### src/rtl/teclado_pkg.sv
// Shared types and defaults for the keypad sequencing controller.
// Holds the key-code width, default sizes and the FSM state encoding.
package teclado_pkg;

   localparam int CODE_W         = 5;
   localparam int FIFO_DEPTH_DEF = 4;
   localparam int DEBOUNCE_DEF   = 8;

   typedef enum logic [1:0] {
      IDLE    = 2'd0,
      CONFIRM = 2'd1,
      HELD    = 2'd2,
      RELEASE = 2'd3
   } state_t;

endpackage

### src/rtl/fifo_teclas.sv
// Small key-code FIFO with registered storage and wrap-around pointers.
// Ports: clk, reset (sync, active-high), push/din, pop, full, empty,
// count (occupancy 0..DEPTH), dout (head code, 0 when empty).
module fifo_teclas #(
   parameter int DEPTH = 4,
   parameter int W     = 5
) (
   input  logic                     clk,
   input  logic                     reset,
   input  logic                     push,
   input  logic                     pop,
   input  logic [W-1:0]             din,
   output logic                     full,
   output logic                     empty,
   output logic [$clog2(DEPTH):0]   count,
   output logic [W-1:0]             dout
);

   localparam int AW = $clog2(DEPTH);

   logic [W-1:0]  mem [DEPTH];
   logic [AW-1:0] wr_ptr;
   logic [AW-1:0] rd_ptr;
   logic          do_push;
   logic          do_pop;

   assign full  = (count == (AW+1)'(DEPTH));
   assign empty = (count == '0);

   // A push into a full FIFO is allowed only when the head leaves in
   // the same cycle; the freed slot is then the write slot.
   assign do_pop  = pop && !empty;
   assign do_push = push && (!full || do_pop);

   assign dout = empty ? '0 : mem[rd_ptr];

   always_ff @(posedge clk) begin
      if (reset) begin
         wr_ptr <= '0;
         rd_ptr <= '0;
         count  <= '0;
      end else begin
         if (do_push) wr_ptr <= wr_ptr + 1'b1;
         if (do_pop)  rd_ptr <= rd_ptr + 1'b1;
         case ({do_push, do_pop})
            2'b10:   count <= count + 1'b1;
            2'b01:   count <= count - 1'b1;
            default: ;
         endcase
      end
   end

   always_ff @(posedge clk) begin
      if (do_push) mem[wr_ptr] <= din;
   end

endmodule

### src/rtl/control_teclado.sv
// Keypad sequencing controller: gates scanner, debounces press/release,
// queues one code per press. Ports: clk, reset, button_pressed,
// indice_boton, enable_teclado, tecla_valid/codigo/ready, nivel_fifo,
// overflow (sticky drop flag).
module control_teclado #(
   parameter int DEBOUNCE_CYCLES = teclado_pkg::DEBOUNCE_DEF,
   parameter int FIFO_DEPTH      = teclado_pkg::FIFO_DEPTH_DEF,
   parameter int CODE_W          = teclado_pkg::CODE_W
) (
   input  logic                          clk,
   input  logic                          reset,
   input  logic                          button_pressed,
   input  logic [CODE_W-1:0]             indice_boton,
   output logic                          enable_teclado,
   output logic                          tecla_valid,
   output logic [CODE_W-1:0]             tecla_codigo,
   input  logic                          tecla_ready,
   output logic [$clog2(FIFO_DEPTH):0]   nivel_fifo,
   output logic                          overflow
);

   import teclado_pkg::*;

   localparam int CW = $clog2(DEBOUNCE_CYCLES) + 1;
   localparam int LW = $clog2(FIFO_DEPTH) + 1;
   localparam logic [CW-1:0] CNT_LAST = CW'(DEBOUNCE_CYCLES - 1);

   state_t              state;
   state_t              state_n;
   logic [CW-1:0]       cnt;
   logic [CW-1:0]       cnt_n;
   logic [CODE_W-1:0]   cand;
   logic [CODE_W-1:0]   cand_n;
   logic                push_key;
   logic                fifo_push;
   logic                fifo_pop;
   logic                full;
   logic                empty;
   logic                ovf;
   logic [LW-1:0]       level;
   logic [CODE_W-1:0]   head;

   always_ff @(posedge clk) begin
      if (reset) begin
         state <= IDLE;
         cnt   <= '0;
         cand  <= '0;
      end else begin
         state <= state_n;
         cnt   <= cnt_n;
         cand  <= cand_n;
      end
   end

   always_comb begin
      state_n  = state;
      cnt_n    = cnt;
      cand_n   = cand;
      push_key = 1'b0;
      unique case (state)
         IDLE: begin
            if (button_pressed) begin
               cand_n  = indice_boton;
               cnt_n   = '0;
               state_n = CONFIRM;
            end
         end
         CONFIRM: begin
            // Any drop or code change restarts from IDLE.
            if (button_pressed && indice_boton == cand) begin
               if (cnt == CNT_LAST) begin
                  push_key = 1'b1;
                  state_n  = HELD;
               end else begin
                  cnt_n = cnt + 1'b1;
               end
            end else begin
               state_n = IDLE;
            end
         end
         HELD: begin
            if (!button_pressed) begin
               cnt_n   = '0;
               state_n = RELEASE;
            end
         end
         RELEASE: begin
            // A re-press returns to HELD, never to a new push.
            if (button_pressed) begin
               state_n = HELD;
            end else if (cnt == CNT_LAST) begin
               state_n = IDLE;
            end else begin
               cnt_n = cnt + 1'b1;
            end
         end
         default: state_n = IDLE;
      endcase
   end

   assign fifo_push = push_key && !reset;
   assign fifo_pop  = tecla_valid && tecla_ready;

   fifo_teclas #(
      .DEPTH (FIFO_DEPTH),
      .W     (CODE_W)
   ) u_fifo (
      .clk   (clk),
      .reset (reset),
      .push  (fifo_push),
      .pop   (fifo_pop),
      .din   (cand),
      .full  (full),
      .empty (empty),
      .count (level),
      .dout  (head)
   );

   always_ff @(posedge clk) begin
      if (reset) begin
         ovf <= 1'b0;
      end else if (push_key && full && !fifo_pop) begin
         ovf <= 1'b1;
      end
   end

   // Reset forces every output to its idle value in the same cycle.
   assign enable_teclado = (state == IDLE) && !reset;
   assign tecla_valid    = !empty && !reset;
   assign tecla_codigo   = reset ? '0 : head;
   assign nivel_fifo     = reset ? '0 : level;
   assign overflow       = ovf && !reset;

endmodule
### config.mk
export PLATFORM = sky130hd
export DESIGN_NAME = control_teclado
export DESIGN_NICKNAME = d
export VERILOG_FILES = /design/src/rtl/teclado_pkg.sv /design/src/rtl/fifo_teclas.sv /design/src/rtl/control_teclado.sv
export SDC_FILE = /design/constraint.sdc
export NUM_CORES = 1
export LEC_CHECK = 0
export ABC_AREA = 1
export CAP_MARGIN = 20
export CORE_MARGIN = 1
export CORE_UTILIZATION = 40
export DETAILED_ROUTE_END_ITERATION = 8
export PLACE_DENSITY = 0.58
export RECOVER_POWER = 25
export SETUP_SLACK_MARGIN = 0.2
export SLEW_MARGIN = 25
export SYNTH_ARGS = -nofsm -noshare
export SYNTH_HDL_FRONTEND = slang
export SYNTH_SLANG_ARGS = --single-unit
### constraint.sdc
create_clock -name clk -period 2.8 [get_ports clk]
set_input_delay 0.84 -clock clk [delete_from_list [all_inputs] [get_ports clk]]
set_output_delay 0.84 -clock clk [all_outputs]
set_load 0.03 [all_outputs]
; Yosys cells after proc, flatten, opt, wreduce, memory -nomap -nowiden
; Memory sizes are Yosys's and may differ from the RTL's. A register that Yosys moved wholly into a read port is not among the register bits.
; Index checks and enable logic that the tools add are counted.
; W data, S select, Z words.
[op_classes]
add_sub_neg = 5
multipliers = 0
n_div = 0
order_cmp = 0
n_eq_ne = 14
shift = 0
muxes = 24
bitwise = 0
reduce_logical = 21
[ops]
columns = cell, count
row1 = $mux W4, 5
row2 = $mux W2, 8
row3 = $pmux W4 S4, 1
row4 = $logic_and A1 B1 Y1, 10
row5 = $mux W5, 2
row6 = $ne A2 B2 Y1 const B, 4
row7 = $pmux W2 S4, 1
row8 = $reduce_and A4 Y1, 2
row9 = $eq A2 B2 Y1 const B, 3
row10 = $ne A3 B3 Y1 const B, 2
row11 = $pmux W3 S2, 1
row12 = $eq A5 B5 Y1, 1
row13 = $mux W1, 5
row14 = $add A2 B1 Y2 const B, 2
row15 = $add A4 B1 Y4 const B, 1
row16 = $eq A2 B1 Y1 const B, 2
row17 = $eq A4 B3 Y1 const B, 1
row18 = $logic_not A1 Y1, 4
row19 = $add A3 B1 Y3 const B, 1
row20 = $eq A3 B3 Y1 const B, 1
row21 = $logic_not A3 Y1, 1
row22 = $mux W3, 1
row23 = $sub A3 B1 Y3 const B, 1
row24 = $logic_not A2 Y1, 1
row25 = other kinds (3), 3
[totals]
ff_bits = 19
latchBits = 0
ram_bits = 20
mem_bits_ro = 0
in_bits = 9
output_inout_bits = 11
wordCells = 72
n_memories = 1
[mem_list]
columns = name, depth, word_bits, read_ports, rd_ports_with_merged_regs, wr, line
row1 = u_fifo.mem, 4, 5, 1, 1, 1, fifo_teclas.sv:21  ; logic [W-1:0] mem [DEPTH];

; Logic depth before layout (Yosys ltp)
[depth]
word_depth = 9
ltp_mapped = 14
depth_no_buf = 14

; By module
; Synthesis repeated with hierarchy kept, for this count alone.
[unflattened]
hier_cells = 253
area_unflattened_um2 = 2074.5
[by_module_without_submodules]
columns = module, n_inst, cells_each, area_per_inst_um2, seq_area_each_um2
row1 = fifo_teclas, 1, 124, 1283.7, 780.7
row2 = control_teclado, 1, 129, 790.8, 240.2

; Worst setup path after synthesis
; Ideal clock, no wire load.
[synth_timing]
kind = input-to-output
from = input reset
to = output tecla_codigo[0]
arrival_time_ps = 1866
required_time_ps = 1960
path_slack_ps = 94
cell_stages = 3
n_path_buf = 0
cell_sequence = a21oi_2 inv_1 a21oi_1
[synth_between]
elab_chain_cells = 1
[synth_lines]
columns = item, line
row1 = "start, declared", control_teclado.sv:11  ; input logic reset,
row2 = $mux W5, control_teclado.sv:130  ; assign tecla_codigo = reset ? '0 : head;
row3 = "end, declared", control_teclado.sv:16  ; output logic [CODE_W-1:0] tecla_codigo,
; No other way between the ends.

; Final worst setup path
; Same ends and word-level chain as after synthesis.

==> results by group <==
Timing
  – Hold Fails Final Rpt: 0
  – Min Hold Slack: 0.491 ns
  – Setup Skew: 0.00742 ns
  – Rel. slew slack: 0.676
  – Fin Setup TNS: 0 ns
  – F_max: 395 MHz
  – Final period util: 0.903
  – Max Slew Vio Count: 0
  – RSZ-0062 raised after global routing: yes
  – Final WS setup: 0.270 ns
  – Setup Viol. Count Final: 0
  – Tightest Pin Transition: 0.485 ns
  – Fin crit period: 2.53 ns

GRT
  – Vias in the first global route: 1351
  – Total gr overflow: 0
  – Initial antenna violation count: 0
  – Gr usage total: 0.164
  – First-pass GRT wire length: 6.28 mm
  – Largest net degree at the start of global routing: 15

Route
  – Via Count: 1578
  – DRC errors left: 0
  – Vias/cell: 4.92
  – Antenna-violating nets left: 0
  – Uppermost layer routed: met4
  – Wirelength, routed: 3.73 mm
  – Met2 wire length: 1.63 mm
  – Met3 WL: 182 µm
  – DR iter-0 viols: 124
  – M1 wire length: 1.86 mm
  – Pre-Repair DR Iteration Count: 4
  – Wire length per cell: 11.6 µm

Worst setup path
  – CP endpoint kind: primary output
  – RR Startpoint: cnt[0]
  – Kind of critical path: in2out
  – Arr. time, crit path: 1.69 ns
  – R2R Setup Slk: 0.82 ns
  – Worst setup startpoint: reset
  – Worst Path Max Fanout: 5
  – Worst Path Required: 1.96 ns
  – Startpoint Class: input pin

Synthesis
  – YS warnings: 0
  – Seq cells post-synth: 41
  – Main combinational cell family by area after synthesis: simple AND/OR/NAND/NOR gates
  – Synth Area in Adders: 0.0427
  – Multiplexer share of the synthesized area: 0
  – Seq/Total Area, Yosys: 0.528
  – Synthesized cell area: 1930 µm²
  – Simple-Gate Fraction of Synth Area: 0.208
  – Syn Nets: 249
  – Post-synthesis xor/xnor area fraction: 0.00453
  – Post-synthesis compound-gate area fraction: 0.137
  – Post-synth cell types: 25
  – Mean area per synthesized cell: 8.26 µm²
  – Mapped Cells: 234

Final layout
  – Commonest non-fill, non-tap cell in the layout: nor2_1
  – Fill cell count: 426
  – N_diodes: 0
  – Layout cells sized above 1: 0.186
  – Area occupied by multi-input gates: 778 µm²
  – Reg area: 1020 µm²
  – Fin area: 2370 µm²
  – Nets: 283
  – Final core utilization: 0.527
  – Most frequent cells in the layout: nor2_1, inv_1, nand2_1, buf_4
  – Area growth syn-to-layout: 22.7%

Clock tree
  – Reg clk slew, reported paths: 0.07 ns
  – Clk root buf: clkbuf_8
  – CTS buffer count: 5
  – CTS tree: done
  – Clock Path Buffers: 2
  – Hold Buf Count CTS: 0
  – Clock sink count: 41
  – Max H-tree Level: 2
  – Skew-Pair Late Insertion Delay: 0.29 ns

Floorplan
  – Io pins: 20
  – Die outline area: 5120 µm²
  – FP Rows: 24
  – Initial core utilization: 0.429
  – Core area: 4500 µm²
  – Die X: 71.5 µm
  – DIE HEIGHT: 71.5 µm

Power and ir drop
  – Power Density: 521 nW/µm²
  – VDD IR-drop max: 0.000293 V
  – Static leakage: 0.999 nW

Placed design
  – Dpl ws: 0.00475 ns
  – Post-DP HPWL: 2.70 mm
  – IO Port Bufs: 19
  – DP Area: 2230 µm²
  – Routability Congestion: 0.798

Hold path
  – Hold_sp: cnt[1]
  – Hold crit path type: reg2reg

Run status
  – Status: finished clean

Job
  – Max-cap violations: 0
[logic make-up after synthesis]
group           Yosys count
simple gates             96
compound gates           49
buf+inv                  41
flops                    41
fa+ha+maj                 6
xor+xnor                  1
[per-stage QoR]
stage	std cells	power [mW]
after floorplan	234	0.723
after global placement	313	0.760
after detailed placement	313	0.761
after CTS	321	1.24
after global routing	321	1.30
final	321	1.24
[Yosys cell counts]
| master | n | area (µm²) |
|---|---|---|
| nor2_1 | 53 | 199 |
| inv_1 | 32 | 120 |
| nand2_1 | 24 | 90.1 |
| dfxtp_1 | 21 | 420 |
| a21oi_1 | 20 | 100 |
| edfxtp_1 | 20 | 601 |
| o21ai_0 | 18 | 90.1 |
| nand3_1 | 11 | 55.1 |
| ha_1 | 5 | 62.6 |
| inv_2 | 5 | 18.8 |
| o21ai_1 | 5 | 25.0 |
| nand2_2 | 3 | 18.8 |
| nor3_1 | 3 | 15.0 |
| a21oi_2 | 2 | 17.5 |
| clkbuf_1 | 2 | 7.51 |
| buf_2 | 1 | 5.00 |
| clkinv_1 | 1 | 3.75 |
| fa_1 | 1 | 20.0 |
| nand4_2 | 1 | 12.5 |
| nor2_4 | 1 | 11.3 |
| o21a_1 | 1 | 7.51 |
| o21ai_2 | 1 | 8.76 |
| o22ai_1 | 1 | 6.26 |
| o311ai_0 | 1 | 8.76 |
| xor2_1 | 1 | 8.76 |
[per-layer routing]
layer | track usage | vias up
li1 | - | 824
met1 | 0.221 | 710
met2 | 0.253 | 38
met3 | 0.0520 | 6
met4 | 0.0523 | 0
met5 | 0 | -
[layout make-up]
class	instances	share of cell area
clock buffers	7	0.0364
well taps	52	0.0274
multi-input cells	152	0.328
inverters	38	0.0601
clock inverters	1	0.0127
flip-flops and latches	41	0.431
repair buffers	30	0.104
[worst paths after layout]
| kind | to | cells past startpoint |
|---|---|---|
| setup / recovery | tecla_codigo[0] | 5 |
| hold / removal | cnt[1] | 2 |
| setup reg to reg | u_fifo.count[2] | 11 |
| hold reg to reg | cnt[1] | 2 |
[where the power goes]
part / total [mW] / internal (mW) / switching, mW
clock network: 0.490 / 0.291 / 0.199
logic: 0.0867 / 0.0347 / 0.0520
registers: 0.660 / 0.642 / 0.0189
[critical path: stages]
cell and delay, ns:
dlygate4sd2_1 0.25, a21oi_2 0.18, inv_2 0.12, a21oi_2 0.15, buf_6 0.15
[state kept, by name, summed over array words and instances (netlist names), named ones only]
register,count
cand,5
state,2
u_fifo.count,3
ovf,1
u_fifo.wr_ptr,2
u_fifo.mem,20
cnt,4
u_fifo.rd_ptr,2
[timing repair]
action / CTS / global route
resized for setup: 8 / 2
pin swaps: 0 / 0
buffers inserted: 0 / 0
setup endpoints to repair: 10 / 4
Note: power is estimated with default switching activity, not from simulation.
==> variant 1, RTL diff (config.mk and constraints unchanged) <==
Re-encode `state_t` (4 states) as one-hot, 4 bits wide.
--- a/src/rtl/teclado_pkg.sv
+++ b/src/rtl/teclado_pkg.sv
@@ -8,7 +8,7 @@
 
-   typedef enum logic [1:0] {
-      IDLE    = 2'd0,
-      CONFIRM = 2'd1,
-      HELD    = 2'd2,
-      RELEASE = 2'd3
+   typedef enum logic [3:0] {
+      IDLE    = 4'b0001,
+      CONFIRM = 4'b0010,
+      HELD    = 4'b0100,
+      RELEASE = 4'b1000
    } state_t;
Behaviour: no difference found for any inputs over 10 cycles, from zero or initial values and one cycle with reset high; not proved beyond that.
==> variant 1 against the original RTL <==
Hold slack lost 0.019 ns. Sequential cell count rose by 2. Sequential share of layout area decreased by 4.3 points. Area after synthesis rose by 10%. Wire length up 15%. Worst setup slack gained 0.068 ns. Critical endpoint is now u_fifo.count[2]. Largest cell class unchanged. Cell area up 15%.
Power is not compared: it rests on default switching activity, and its combinational part moved more than twofold at a synthesized area within 25%.
==> variant 1: results (changes against the original RTL) <==
| Metric | Value |
|---|---|
| Status | finished clean |
| GPL Wtd Cong | 0.8520 (+6.8%) |
| Synth Area in XOR/XNOR | 0.8202% (+0.37 points) |
| WP data arrival | 2.64 ns (+0.95 ns) |
| Iter 0 DRT Violations | 74 (-40%) |
| Clk_skew | 0.005100 ns (-0.002317 ns) |
| All-Layer GR Usage | 16.72% (+0.33 points) |
| WL/cell | 11.42 um (-1.7%) |
| First-pass GRT wire length | 6858 um (+9.2%) |
| Post-synthesis compound-gate area fraction | 11.89% (-1.8 points) |
| Vias in the first global route | 1,614 (+19%) |
| Synth unique cells | 30 (+20%) |
| Largest delay share family, worst path | adder cells |
| Synth Area in Adders | 4.452% (+0.18 points) |
| Largest net degree at the start of global routing | 17 (+2) |
| Syn nets | 273 (+9.6%) |
| Layout cells sized above 1 | 25.08% (+6.5 points) |
| DPL Wire Length | 3103 um (+15%) |
| Total number of vias | 1,784 (+13%) |
| Critical Path Slowest Stage Cell | fa_2 |
| Largest stage delay on the critical path | 0.38 ns (+0.13 ns) |
| Final #Nets | 322 (+14%) |
| Post-synth top cells | 49 x nor2_1, 33 x inv_1, 30 x nand2_1 |
| Worst Max-Slew Pin Slew | 0.3671 ns (-0.1175 ns) |
| Main area contributors after synthesis | edfxtp_1 28%, dfxtp_1 22%, nor2_1 8.6% |
| Biggest regs | u_fifo.mem x20, cand x5 |
-- variant 1: cell types whose count changed in the layout (fill, tap and decap cells not counted), moves of 3 or more --
cell	change
a21oi_2	-5
buf_4	+15
clkdlybuf4s50_1	-7
dfxtp_1	+3
dlymetal6s2s_1	+7
inv_2	+4
nand2_1	+6
nand3_2	+4
nand4_1	+10
nor2_1	-4
nor2_2	+5
-- variant 1: area by class of cell --
| class | instances | area, um2 |
|---|---|---|
| Sequential cell | 43 | 1061 |
| Clock inverter | 3 | 43.79 |
| Multi-Input combinational cell | 170 | 934.6 |
| Timing Repair Buffer | 45 | 382.9 |
| Fill cell | 524 | 2407 |
| Tap cell | 70 | 87.58 |
| Clock buffer | 5 | 68.82 |
| Inverter | 41 | 153.9 |
-- variant 1: cells by family after synthesis --
logic type,count (synthesis)
DFF,43
adders and majority gates,7
and+or+nand+nor,115
xor gates and xnor gates,2
buffers and inverters,44
AOI/OAI and AO/OA,46
-- variant 1: what timing repair did --
action	CTS	global route
pin swaps	2	7
setup endpoints to repair	13	9
cloned	0	0
resized for setup	5	14
buffers inserted	0	3
-- variant 1: final timing paths --
path / slack, ns / endpoint / cells after the start / start
worst max-delay path: 0.34 / u_fifo.count[2] / 14 / indice_boton[3]
worst min-delay path: 0.47 / flop / 2 / u_fifo.rd_ptr[1]
worst max register to register: 0.47 / u_fifo.count[2] / 12 / cnt[0]
worst min register to register: 0.47 / flop / 2 / u_fifo.rd_ptr[1]
-- variant 1: stage by stage --
| step | cell area [um2] | setup WS (ns) | cells | util [%] | power (mW) |
|---|---|---|---|---|---|
| floorplan | 2136 | 0.2350 | 257 | - | 1.160 |
| global placement | 2559 | -0.2663 | 366 | 49.78 | 1.283 |
| detailed placement | 2559 | -0.3336 | 366 | 49.78 | 1.287 |
| CTS | 2689 | 0.07226 | 374 | 52.31 | 1.772 |
| global route | 2733 | 0.2000 | 377 | 53.16 | 1.882 |
| finish | 2733 | 0.3380 | 377 | 53.16 | 1.770 |
-- variant 1: tightest hold or removal path: stages (launching register included) --
cell	delay, ns
dfxtp_1	0.30
inv_1	0.06
a21oi_1	0.07
-- variant 1: layer usage --
metal,wire (um),vias to the layer above,part of all wire [%],track usage (%)
met1,2006,808,47,20.07
met2,2124,31,49,28.33
met4,38,0,0.88,7.128
met5,0,-,0,0
met3,136,4,3.2,4.418
li1,-,941,-,-
-- variant 1: report_power, final --
| part | total, mW | switching [mW] | internal [mW] | leakage [nW] |
|---|---|---|---|---|
| clock | 0.487 | 0.221 | 0.266 | 0.0581 |
| sequential | 0.810 | 0.0710 | 0.739 | 0.371 |
| combinational | 0.474 | 0.290 | 0.183 | 0.819 |
| total | 1.77 | 0.582 | 1.19 | 1.25 |
==> variant 2, RTL diff (same flow settings) <==
Without the edit above. `CODE_W`: 5 -> 10.
--- a/src/rtl/teclado_pkg.sv
+++ b/src/rtl/teclado_pkg.sv
@@ -4,3 +4,3 @@
 
-   localparam int CODE_W         = 5;
+   localparam int CODE_W         = 10;
    localparam int FIFO_DEPTH_DEF = 4;
Ports: changed (resized indice_boton and tecla_codigo); port bits go from 20 to 30. No check against the original RTL was run, so the function may have changed too.
==> variant 2 against the original RTL <==
Worst setup slack got worse by 0.021 ns. Largest power group unchanged. Fmax fell by 0.81%. Clock skew rose by 0.0056 ns. Total power rose by 96%. Largest cell class unchanged. Highest routed layer unchanged. Wire length rose by 80%. Area after synthesis rose by 58%. Non-clock buffer count rose by 62. Cell area rose by 78%. Sequential cell count rose by 25. Critical endpoint is now tecla_codigo[5]. Count of clock-buffer cells in the layout rose by 2. First-iteration DRC count fell by 27%.
==> variant 2: results (changes against the original RTL) <==
| Metric | Value |
|---|---|
| Critical path fanouts, max | 11 (+6) |
| Post-synth EDFFs | 40 (+100%) |
| Status | finished clean |
| Htree depth | 3 (+1) |
| Most common flop cell mapped by yosys | edfxtp_1 |
| Syn nets | 381 (+53%) |
| IO Port Bufs | 29 (+10) |
| Layout cells sized above 1 | 30.85% (+12 points) |
| Leak pwr | 1.842 nW (+84%) |
| Largest net degree at the start of global routing | 21 (+6) |
| Sequential area share after synthesis | 56.42% (+3.6 points) |
| Routed length on met3 | 187 um (+2.7%) |
| Clock buffer count from CTS | 9 (+4) |
| WP data arrival | 1.71 ns (+0.02 ns) |
| FF-to-FF path depth | 15 (+4) |
| Worst skew pair latency | 0.34 ns (+0.05 ns) |
| First-pass GRT wire length | 10,530 um (+68%) |
| Synth unique cells | 21 (-16%) |
| GPL Wtd Cong | 0.7682 (-3.7%) |
| M1 WL | 3035 um (+63%) |
| Fill count | 666 (+56%) |
| Biggest regs | u_fifo.mem x40, cand x10, cnt x4 |
| Drt total wl | 6714 um (+80%) |
| Clk_skew | 0.01304 ns (+0.005624 ns) |
| Total number of vias | 2,608 (+65%) |
| Worst hold path type | flop to flop |
| Final #Nets | 473 (+67%) |
| DR WL met2 | 3437 um (+110%) |
| All-Layer GR Usage | 17.76% (+1.4 points) |
| Worst Max-Slew Pin Slew | 0.4025 ns (-0.08200 ns) |
| Place WS | -0.4418 ns (-0.4466 ns) |
variant 2: cell types whose count changed in the layout (fill, tap and decap cells not counted), moves of 7 or more:
cell      unedited run  this run
buf_4               21        76
nand2_1             24        46
edfxtp_1            20        40
o21ai_0             18        36
nor2_1              52        69
inv_1               31        45
a21oi_1             15        23
nand2_2              3        10
variant 2: cell families (layout without fill, tap and decap cells):
group / count (synthesis) / after routing / share of synthesized area, %
and+or+nand+nor: 149 / 149 / 20.09
adders and majority gates: 7 / 7 / 3.116
AOI/OAI and AO/OA: 75 / 75 / 12.55
DFF: 66 / 66 / 56.42
buffers and inverters: 63 / 160 / 7.831
variant 2: worst paths after layout:
check	from	to	slack [ns]
setup / recovery	reset	tecla_codigo[5]	0.25
setup reg to reg	cand[7]	u_fifo.count[2]	0.47
hold reg to reg	ovf	ovf	0.48
hold / removal	ovf	ovf	0.48
variant 2: worst max-delay path, stage by stage:
cell and delay (ns):
dlygate4sd2_1 0.26, inv_2 0.08, nand2_2 0.07, buf_6 0.16, a21oi_2 0.15, buf_6 0.15
variant 2: cell type report:
class	count	share of cell area [%]
clock buffers	9	2.927
clock inverters	7	2.957
inverters	52	4.701
multi-input cells	231	28.89
flip-flops and latches	66	40.69
well taps	99	2.927
repair buffers	92	16.91
variant 2: per-stage QoR:
step           instances  instance area [um2]
2_1_floorplan        360                 3060
3_3_place_gp         517                 3704
3_5_place_dp         517                 3704
4_1_cts              554                 4133
5_1_grt              556                 4232
6_report             556                 4232
variant 2: repair_timing:
action,in CTS,in global routing
pin swaps,8,17
endpoints found under the setup margin,30,16
setup buffers,21,2
resized for setup,17,45
variant 2: layer usage:
layer  vias up  global-route usage (%)
li1       1353                       -
met1      1203                   22.06
met5         -                       0
met3         6                   2.862
met2        46                   30.40
met4         0                   8.081
variant 2: where the power goes:
group          switching (mW)  total [mW]  internal [mW]
clock network           0.381       0.981          0.599
registers              0.0612        1.14           1.08
logic                   0.163       0.302          0.139
total                   0.606        2.42           1.82
